File: config.mk
export PLATFORM = sky130hd
export DESIGN_NAME = sr_latch_driver_flat
export DESIGN_NICKNAME = d
export VERILOG_FILES = /design/src/rtl/sr_latch_driver_pkg.sv /design/src/rtl/sr_latch_driver_if.sv /design/src/rtl/sr_latch_driver_timer.sv /design/src/rtl/sr_latch_driver.sv /design/src/flat_wrapper.sv
export SDC_FILE = /design/constraint.sdc
export NUM_CORES = 1
export LEC_CHECK = 0
export ABC_CLOCK_PERIOD_IN_PS = 5700
export CAP_MARGIN = 0
export CORE_MARGIN = 4
export CORE_UTILIZATION = 42
export DETAILED_ROUTE_END_ITERATION = 12
export GPL_TIMING_DRIVEN = 0
export PLACE_DENSITY = 0.67
export SYNTH_ARGS = -nofsm -noshare
export SYNTH_HDL_FRONTEND = slang
export SYNTH_SLANG_ARGS = --single-unit
export TNS_END_PERCENT = 10
File: constraint.sdc
create_clock -name clk -period 5.7 [get_ports clk]
set_input_delay 1.14 -clock clk [delete_from_list [all_inputs] [get_ports clk]]
set_output_delay 1.14 -clock clk [all_outputs]
set_load 0.05 [all_outputs]
File: src/rtl/sr_latch_driver_pkg.sv
// sr_latch_driver_pkg: op encodings, FSM states and default window lengths for sr_latch_driver.
package sr_latch_driver_pkg;
  typedef enum logic [1:0] {OP_NOP = 2'b00, OP_SET = 2'b01, OP_RESET = 2'b10, OP_ILL = 2'b11} op_t;
  typedef enum logic [2:0] {ST_IDLE, ST_SETUP, ST_PULSE, ST_HOLD, ST_CHECK} state_t;
  localparam int DEF_SETUP_CYC = 1;
  localparam int DEF_PULSE_CYC = 2;
  localparam int DEF_HOLD_CYC = 1;
  localparam int DEF_CNT_W = 4;
endpackage

File: src/rtl/sr_latch_driver_if.sv
// sr_latch_driver_if: command handshake plus latch drive/sense; master is the driver, slave is its environment.
interface sr_latch_driver_if;
  import sr_latch_driver_pkg::*;
  logic cmd_valid;
  op_t cmd_op;
  logic cmd_ready;
  logic s;
  logic r;
  logic en;
  logic q;
  logic qn;
  logic done;
  logic err;
  logic q_seen;
  modport master (input cmd_valid, cmd_op, q, qn, output cmd_ready, s, r, en, done, err, q_seen);
  modport slave (output cmd_valid, cmd_op, q, qn, input cmd_ready, s, r, en, done, err, q_seen);
endinterface

File: src/rtl/sr_latch_driver_timer.sv
// sr_latch_driver_timer: loadable down-counter that stops at zero, shared by the setup/pulse/hold windows.
module sr_latch_driver_timer #(
  parameter int CNT_W = 4
) (
  input  logic             clk,
  input  logic             rst,
  input  logic             load,
  input  logic [CNT_W-1:0] value,
  output logic             zero
);
  logic [CNT_W-1:0] cnt;
  always_ff @(posedge clk) begin
    if (rst) cnt <= '0;
    else if (load) cnt <= value;
    else if (cnt != '0) cnt <= cnt - 1'b1;
  end
  assign zero = cnt == '0;
endmodule

File: src/rtl/sr_latch_driver.sv
// sr_latch_driver: sequences s/r/en of a gated SR latch from one command; define SR_LATCH_DRIVER_CHECK_EN to
// have CHECK compare q/qn against the commanded value.
module sr_latch_driver
  import sr_latch_driver_pkg::*;
#(
  parameter int SETUP_CYC = DEF_SETUP_CYC,
  parameter int PULSE_CYC = DEF_PULSE_CYC,
  parameter int HOLD_CYC = DEF_HOLD_CYC,
  parameter int CNT_W = DEF_CNT_W
) (
  input logic clk,
  input logic rst,
  sr_latch_driver_if.master bus
);
`ifdef SR_LATCH_DRIVER_CHECK_EN
  localparam bit CHECK_EN = 1'b1;
`else
  localparam bit CHECK_EN = 1'b0;
`endif
  localparam logic [CNT_W-1:0] SETUP_L = CNT_W'(SETUP_CYC - 1);
  localparam logic [CNT_W-1:0] PULSE_L = CNT_W'(PULSE_CYC - 1);
  localparam logic [CNT_W-1:0] HOLD_L = CNT_W'(HOLD_CYC - 1);
  state_t state, state_n;
  op_t op_q, op_n;
  logic accept, zero, load, drive_n, chk_fail;
  logic [CNT_W-1:0] load_val;
  assign bus.cmd_ready = !rst && state == ST_IDLE;
  assign accept = bus.cmd_valid && bus.cmd_ready;
  always_comb begin
    op_n = accept ? bus.cmd_op : op_q;
    state_n = state == ST_IDLE ? (accept ? ((op_n == OP_SET || op_n == OP_RESET) ? ST_SETUP : ST_CHECK) : ST_IDLE)
            : state == ST_CHECK ? ST_IDLE
            : !zero ? state
            : state == ST_SETUP ? ST_PULSE
            : state == ST_PULSE ? ST_HOLD : ST_CHECK;
    load = state_n != state;
    load_val = state_n == ST_SETUP ? SETUP_L : state_n == ST_PULSE ? PULSE_L : HOLD_L;
    drive_n = state_n == ST_SETUP || state_n == ST_PULSE || state_n == ST_HOLD;
    chk_fail = CHECK_EN && ((op_q == OP_SET && !(bus.q && !bus.qn)) || (op_q == OP_RESET && !(!bus.q && bus.qn)));
  end
  // s/r/en are registered from the next state so the latch never sees decode glitches
  always_ff @(posedge clk) begin
    if (rst) begin
      state <= ST_IDLE;
      op_q <= OP_NOP;
      bus.s <= 1'b0;
      bus.r <= 1'b0;
      bus.en <= 1'b0;
      bus.q_seen <= 1'b0;
    end else begin
      state <= state_n;
      op_q <= op_n;
      bus.s <= drive_n && op_n == OP_SET;
      bus.r <= drive_n && op_n == OP_RESET;
      bus.en <= state_n == ST_PULSE;
      if (state == ST_CHECK) bus.q_seen <= bus.q;
    end
  end
  assign bus.done = state == ST_CHECK;
  assign bus.err = bus.done && (op_q == OP_ILL || chk_fail);
  sr_latch_driver_timer #(.CNT_W(CNT_W)) u_timer (
    .clk(clk),
    .rst(rst),
    .load(load),
    .value(load_val),
    .zero(zero)
  );
endmodule

File: src/flat_wrapper.sv
// flat-port wrapper written by rule: the top's interface ports become plain ports
module sr_latch_driver_flat import sr_latch_driver_pkg::*;
#(
  parameter int SETUP_CYC = DEF_SETUP_CYC,
  parameter int PULSE_CYC = DEF_PULSE_CYC,
  parameter int HOLD_CYC = DEF_HOLD_CYC,
  parameter int CNT_W = DEF_CNT_W
)
  (clk, rst, bus_cmd_valid, bus_cmd_op, bus_q, bus_qn, bus_cmd_ready, bus_s, bus_r, bus_en, bus_done, bus_err, bus_q_seen);
  sr_latch_driver_if bus_i ();
  input logic clk;
  input logic rst;
  input wire logic [$bits(bus_i.cmd_valid)-1:0] bus_cmd_valid;
  input wire logic [$bits(bus_i.cmd_op)-1:0] bus_cmd_op;
  input wire logic [$bits(bus_i.q)-1:0] bus_q;
  input wire logic [$bits(bus_i.qn)-1:0] bus_qn;
  output wire logic [$bits(bus_i.cmd_ready)-1:0] bus_cmd_ready;
  output wire logic [$bits(bus_i.s)-1:0] bus_s;
  output wire logic [$bits(bus_i.r)-1:0] bus_r;
  output wire logic [$bits(bus_i.en)-1:0] bus_en;
  output wire logic [$bits(bus_i.done)-1:0] bus_done;
  output wire logic [$bits(bus_i.err)-1:0] bus_err;
  output wire logic [$bits(bus_i.q_seen)-1:0] bus_q_seen;
  assign bus_i.cmd_valid = bus_cmd_valid;
  assign bus_i.cmd_op = bus_cmd_op;
  assign bus_i.q = bus_q;
  assign bus_i.qn = bus_qn;
  assign bus_cmd_ready = bus_i.cmd_ready;
  assign bus_s = bus_i.s;
  assign bus_r = bus_i.r;
  assign bus_en = bus_i.en;
  assign bus_done = bus_i.done;
  assign bus_err = bus_i.err;
  assign bus_q_seen = bus_i.q_seen;
  sr_latch_driver #(.SETUP_CYC(SETUP_CYC), .PULSE_CYC(PULSE_CYC), .HOLD_CYC(HOLD_CYC), .CNT_W(CNT_W)) u_core (.clk(clk), .rst(rst), .bus(bus_i));
endmodule
======== Word-level counts from Yosys, hierarchy flattened ========
Index checks and enable logic that the tools add are counted.
cells by class
  add/subtract/negate cells ............... 1
  equality and inequality tests ........... 10
  multiplexer cells ....................... 12
  reduce and logical (&&, ||, !) cells .... 13
operator list
  operator               count
  $mux W3                7
  $mux W4                3
  $eq A3 B2 Y1 const B   3
  $eq A3 B1 Y1 const B   2
  $logic_and A1 B1 Y1    5
  $eq A2 B2 Y1 const B   2
  $logic_not A4 Y1       1
  $reduce_bool A4 Y1     1
  $sub A4 B1 Y4 const B  1
  $eq A3 B3 Y1 const B   1
  $logic_not A3 Y1       1
  $logic_or A1 B1 Y1     3
  $ne A3 B3 Y1           1
  $eq A2 B1 Y1 const B   1
  $mux W2                1
  $reduce_bool A2 Y1     1
  $logic_not A1 Y1       1
  $mux W1                1
storage, ports and cells
  register bits ........................... 13
  bits of input ports ..................... 7
  output and inout port bits .............. 7
  logic and storage cells ................. 43

======== Logic depth before layout (Yosys ltp) ========
  depth after elaboration ................. 13
  gate-level depth with buffers ........... 9
  mapped depth without buffers ............ 8

======== Hierarchy ========
Synthesis repeated with hierarchy kept, for this count alone.
unflattened totals
  cell total of the unflattened synthesis .. 85
  area, all modules ....................... 803.3 um^2
modules (own cells, without submodules)
  module                 instances  cells each  area each (um^2)  sequential area each (um^2)
  sr_latch_driver        1          61          574.3             180.2
  sr_latch_driver_timer  1          24          229.0             80.1

======== Worst setup path after synthesis ========
Ideal clock, no wire load.
  kind .................................... input-to-output
  from .................................... input rst
  to ...................................... output bus_cmd_ready
  arrival time ............................ 2.851 ns
  required time ........................... 4.560 ns
  setup slack ............................. 1.709 ns
  stages on the path ...................... 2
  path buffers ............................ 1
  cell sequence ........................... clkbuf_1 nor4_1
on the way
  cells in the longest elaborated chain, start to end .. 2
ends and longest elaborated chain
  what                 RTL line               RTL
  from (decl)          flat_wrapper.sv:12     input logic rst;
  $logic_not A1 Y1     sr_latch_driver.sv:27  assign bus.cmd_ready = !rst && state == ST_IDLE;
  $logic_and A1 B1 Y1  sr_latch_driver.sv:27
  to (decl)            flat_wrapper.sv:17     output wire logic [$bits(bus_i.cmd_ready)-1:0] bus_cmd_ready;
No other way between the ends.

======== Final worst setup path ========
Same ends and word-level chain as after synthesis.

==> results_tabular.tex <==
\begin{tabular}{lr}
\hline
Metric & Value \\
\hline
\multicolumn{2}{l}{\textbf{Placement}} \\
\quad Last weighted congestion value of the routability-driven placer & $\sim$0.74 \\
\quad Pre-CTS setup slack & 1.43 ns \\
\quad Port Buf Inserts & 12 \\
\quad Cell count after placement & 108 \\
\quad DP HPWL & 1010 um \\
\quad Area of placed instances & 846 um\^{}2 \\
\multicolumn{2}{l}{\textbf{Critical path}} \\
\quad Worst path arrival time & $\sim$3.1 ns \\
\quad Required time at the endpoint of the critical path & approximately 4.6 ns \\
\quad Endpoint kind of the worst setup timing path & primary output \\
\quad Depth of the critical timing path with buffers and inverters included & 4 \\
\quad Critical path startpoint category & input port \\
\quad Largest stage delay, worst path & 0.86 ns \\
\quad Class of the most critical setup path & input port to primary output \\
\quad Library cell appearing most often on the critical path & sky130\_fd\_sc\_hd\_\_clkdlybuf4s50\_1 \\
\quad Worst path cell trace & clkdlybuf4s50\_1 -> clkbuf\_1 -> nor4\_1 -> clkdlybuf4s50\_1 \\
\quad Top fanout value on the critical path & 10 \\
\quad WP buf/inv & 3 \\
\quad CP max-delay cell & sky130\_fd\_sc\_hd\_\_clkdlybuf4s50\_1 \\
\quad Cell depth of the worst flop-to-flop path & 8 \\
\quad Largest delay share family, worst path & buffers and inverters \\
\multicolumn{2}{l}{\textbf{GRT}} \\
\quad Global-route usage over all layers & 0.133 \\
\quad Initial antenna violation count & 0 \\
\quad Number of global-route vias before repair & 583 \\
\quad First-pass GRT wire length & 2510 um \\
\quad Global route total overflow & 0 \\
\quad Largest net degree at the start of global routing & 11 \\
\multicolumn{2}{l}{\textbf{Timing}} \\
\quad Minimum clock period after layout & between 4 and 5 ns \\
\quad Worst Setup Slack, final & 1.42 ns \\
\quad Final count of pins violating max slew & 0 \\
\quad Final setup violation count & 0 \\
\quad Unrepaired setup endpoints after global routing & no \\
\quad Maximum clock frequency & 0.233 GHz \\
\quad Worst slew margin & 0.665 \\
\quad Hold Fails Final Rpt & 0 \\
\quad Tcrit/Tclk final & 0.751 \\
\quad Setup TNS & 0 ns \\
\quad Worst-case hold slack & 0.500 ns \\
\quad Worst clock skew & 0.00411 ns \\
\quad Transition time at the pin with the least slew margin & 0.501 ns \\
\multicolumn{2}{l}{\textbf{Synth}} \\
\quad Multiplexer share of the synthesized area & 0.0532 \\
\quad Post-synthesis async set-or-reset flop share & 0 \\
\quad Sequential element share of the synthesized area & 0.369 \\
\quad Yosys reg bits & 13 \\
\quad Post-synthesis share of cell area spent on full adders, half adders and majority gates & 0.0709 \\
\quad Number of nets produced by synthesis & 91 \\
\quad Number of flops mapped to enable cells by yosys & 0 \\
\quad Post-synthesis instance area & approximately 710 um\^{}2 \\
\quad Share of synthesized cell area in and, or, nand and nor gates & 0.278 \\
\quad Average footprint of a synthesized cell & 8.82 um\^{}2 \\
\quad Number of instances in the synthesized netlist & 80 \\
\quad Xor and xnor area share after synthesis & 0.0248 \\
\quad Post-synthesis compound-gate area fraction & 0.128 \\
\quad Combinational family with the most area after synthesis & simple AND/OR/NAND/NOR gates \\
\quad Commonest register cell after synthesis & sky130\_fd\_sc\_hd\_\_dfxtp\_1 \\
\quad Synth warn & 0 \\
\quad Number of distinct library cells after synthesis & 31 \\
\multicolumn{2}{l}{\textbf{Detailed routing}} \\
\quad Ratio of routed vias to standard cells & 5.47 \\
\quad First DRT Iteration DRCs & 36 \\
\quad Detail-routed net length per standard cell & between 10 and 15 um \\
\quad Post-Route WL & 1370 um \\
\quad DR pass1 iterations & 4 \\
\quad Total via count after detailed routing & 613 \\
\quad DRC viols & 0 \\
\quad Remaining antenna violation count & 0 \\
\multicolumn{2}{l}{\textbf{Clock network}} \\
\quad Hold\_buf cts & 0 \\
\quad Count of cells resized by post-cts repair & 0 \\
\quad Maximum root-to-sink buffer count & 2 \\
\quad CTS tree & done \\
\quad Register clock-pin slew on the reported worst setup and hold paths & 0.07 ns \\
\quad Clock latency on the worst-skew pair & around 0.28 ns \\
\quad Postcts setup bufs & 0 \\
\quad Root Driver & sky130\_fd\_sc\_hd\_\_clkbuf\_4 \\
\quad H-tree Lvls & 1 \\
\quad Cts bufs inserted & 3 \\
\quad Clock sink total & 13 \\
\multicolumn{2}{l}{\textbf{Min path}} \\
\quad Number of cells on the worst hold path & 2 \\
\quad Class of the tightest hold or removal check & flip-flop to flip-flop \\
\multicolumn{2}{l}{\textbf{Die}} \\
\quad Initial core utilization & 0.458 \\
\quad Die area & 2400 um\^{}2 \\
\quad Die Ht & 49.0 um \\
\quad Floorplan die width & 49.0 um \\
\quad Floorplan core area & 1540 um\^{}2 \\
\quad Num ports & 14 \\
\quad Row count & 14 \\
\multicolumn{2}{l}{\textbf{Cells and area}} \\
\quad Fraction of final layout cells with drive strength greater than 1 & 0.156 \\
\quad Layout fillers & 150 \\
\quad Number of diodes & 0 \\
\quad Nets & approximately 110 \\
\quad Area added between synthesis and finish & 23.6\% \\
\quad Cell area after layout & 872 um\^{}2 \\
\quad Layout Cells excl Fill & roughly 110 \\
\multicolumn{2}{l}{\textbf{Pwr}} \\
\quad Total power per unit cell area & roughly 500 nW/um\^{}2 \\
\quad Lkg Pwr & around 0.35 nW \\
\quad Worst voltage drop across the vdd grid & roughly 270 uV \\
\multicolumn{2}{l}{\textbf{Run}} \\
\quad Number of max-capacitance violations reported & 0 \\
\multicolumn{2}{l}{\textbf{Status}} \\
\quad Status & finished clean \\
\hline
\end{tabular}
==> placed cells by master (no fill, tap or decap), types with 3 or more instances in the layout <==
cell type / count
sky130_fd_sc_hd__clkdlybuf4s50_1: 12
sky130_fd_sc_hd__clkbuf_4: 3
sky130_fd_sc_hd__nand3_1: 4
sky130_fd_sc_hd__dfxtp_1: 13
sky130_fd_sc_hd__a21oi_1: 5
sky130_fd_sc_hd__nor2_1: 12
sky130_fd_sc_hd__nor3b_2: 3
sky130_fd_sc_hd__inv_1: 7
sky130_fd_sc_hd__ha_1: 4
sky130_fd_sc_hd__nor3_1: 3
sky130_fd_sc_hd__nor4_1: 3
==> kinds of logic (layout without fill, tap and decap cells) <==
kind of cell    Yosys count  after routing
flops                    13             13
xor+xnor                  2              2
buf+inv                  11             27
compound gates           14             14
mux                       3              3
simple gates             33             33
fa+ha+maj                 4              4
==> cell usage after synthesis (2+ instances only) <==
library cell | n | share of area
sky130_fd_sc_hd__a21oi_1 | 5 | 0.035
sky130_fd_sc_hd__a31oi_1 | 2 | 0.018
sky130_fd_sc_hd__dfxtp_1 | 13 | 0.37
sky130_fd_sc_hd__ha_1 | 4 | 0.071
sky130_fd_sc_hd__inv_1 | 7 | 0.037
sky130_fd_sc_hd__mux2i_2 | 2 | 0.039
sky130_fd_sc_hd__nand3_1 | 4 | 0.028
sky130_fd_sc_hd__nor2_1 | 12 | 0.064
sky130_fd_sc_hd__nor3_1 | 3 | 0.021
sky130_fd_sc_hd__nor3_2 | 2 | 0.028
sky130_fd_sc_hd__nor3b_2 | 3 | 0.053
sky130_fd_sc_hd__nor4_1 | 3 | 0.027
sky130_fd_sc_hd__xnor2_1 | 2 | 0.025
==> metal layers <==
metal / share of wire / track usage / up-vias
met5: 0 / 0 / -
met2: 0.45 / 0.198 / 20
met3: 0.077 / 0.0642 / 2
met1: 0.47 / 0.165 / 278
met4: 0.0058 / 0.0448 / 0
li1: - / - / 313
==> metrics by stage <==
step | power, mW | utilization
global placement | 0.368 | 0.549
detailed placement | 0.371 | 0.549
floorplan | 0.322 | -
global route | 0.472 | 0.566
CTS | 0.430 | 0.566
finish | 0.429 | 0.566
==> cell type report <==
class	count	area (um^2)	share of cell area
multi-input cells	56	392	0.449
flip-flops and latches	13	260	0.298
repair buffers	12	120	0.138
plain buffers	4	27.5	0.0316
clock buffers	4	26.3	0.0301
inverters	7	26.3	0.0301
well taps	16	20.0	0.0230
==> report_power, final <==
group / internal (mW) / total (mW) / switching [mW]
clock: 0.0272 / 0.0569 / 0.0298
combinational: 0.107 / 0.243 / 0.136
sequential: 0.112 / 0.129 / 0.0169
total: 0.246 / 0.429 / 0.183
==> worst paths after layout <==
kind	end	slack (ns)	startpoint
hold reg to reg	u_core.bus.q_seen	0.50	u_core.bus.q_seen
setup / recovery	bus_cmd_ready	1.42	rst
hold / removal	u_core.bus.q_seen	0.50	u_core.bus.q_seen
setup reg to reg	u_core.bus.r	3.69	u_core.state[1]
==> registers in the layout, indices dropped and copies added (netlist names) <==
signal and cells:
u_core.u_timer.cnt 4, u_core.state 3, u_core.op_q 2, u_core.bus.en 1
u_core.bus.q_seen 1, u_core.bus.r 1, u_core.bus.s 1
==> worst min-delay path, delay by kind of cell (launching register included) <==
| kind | cells | cell delay [ns] |
|---|---|---|
| AND/OR/NAND/NOR | 1 | 0.07 |
| multiplexers | 1 | 0.07 |
| flip-flops | 1 | 0.33 |
No activity file was read; power rests on OpenSTA's default activity.
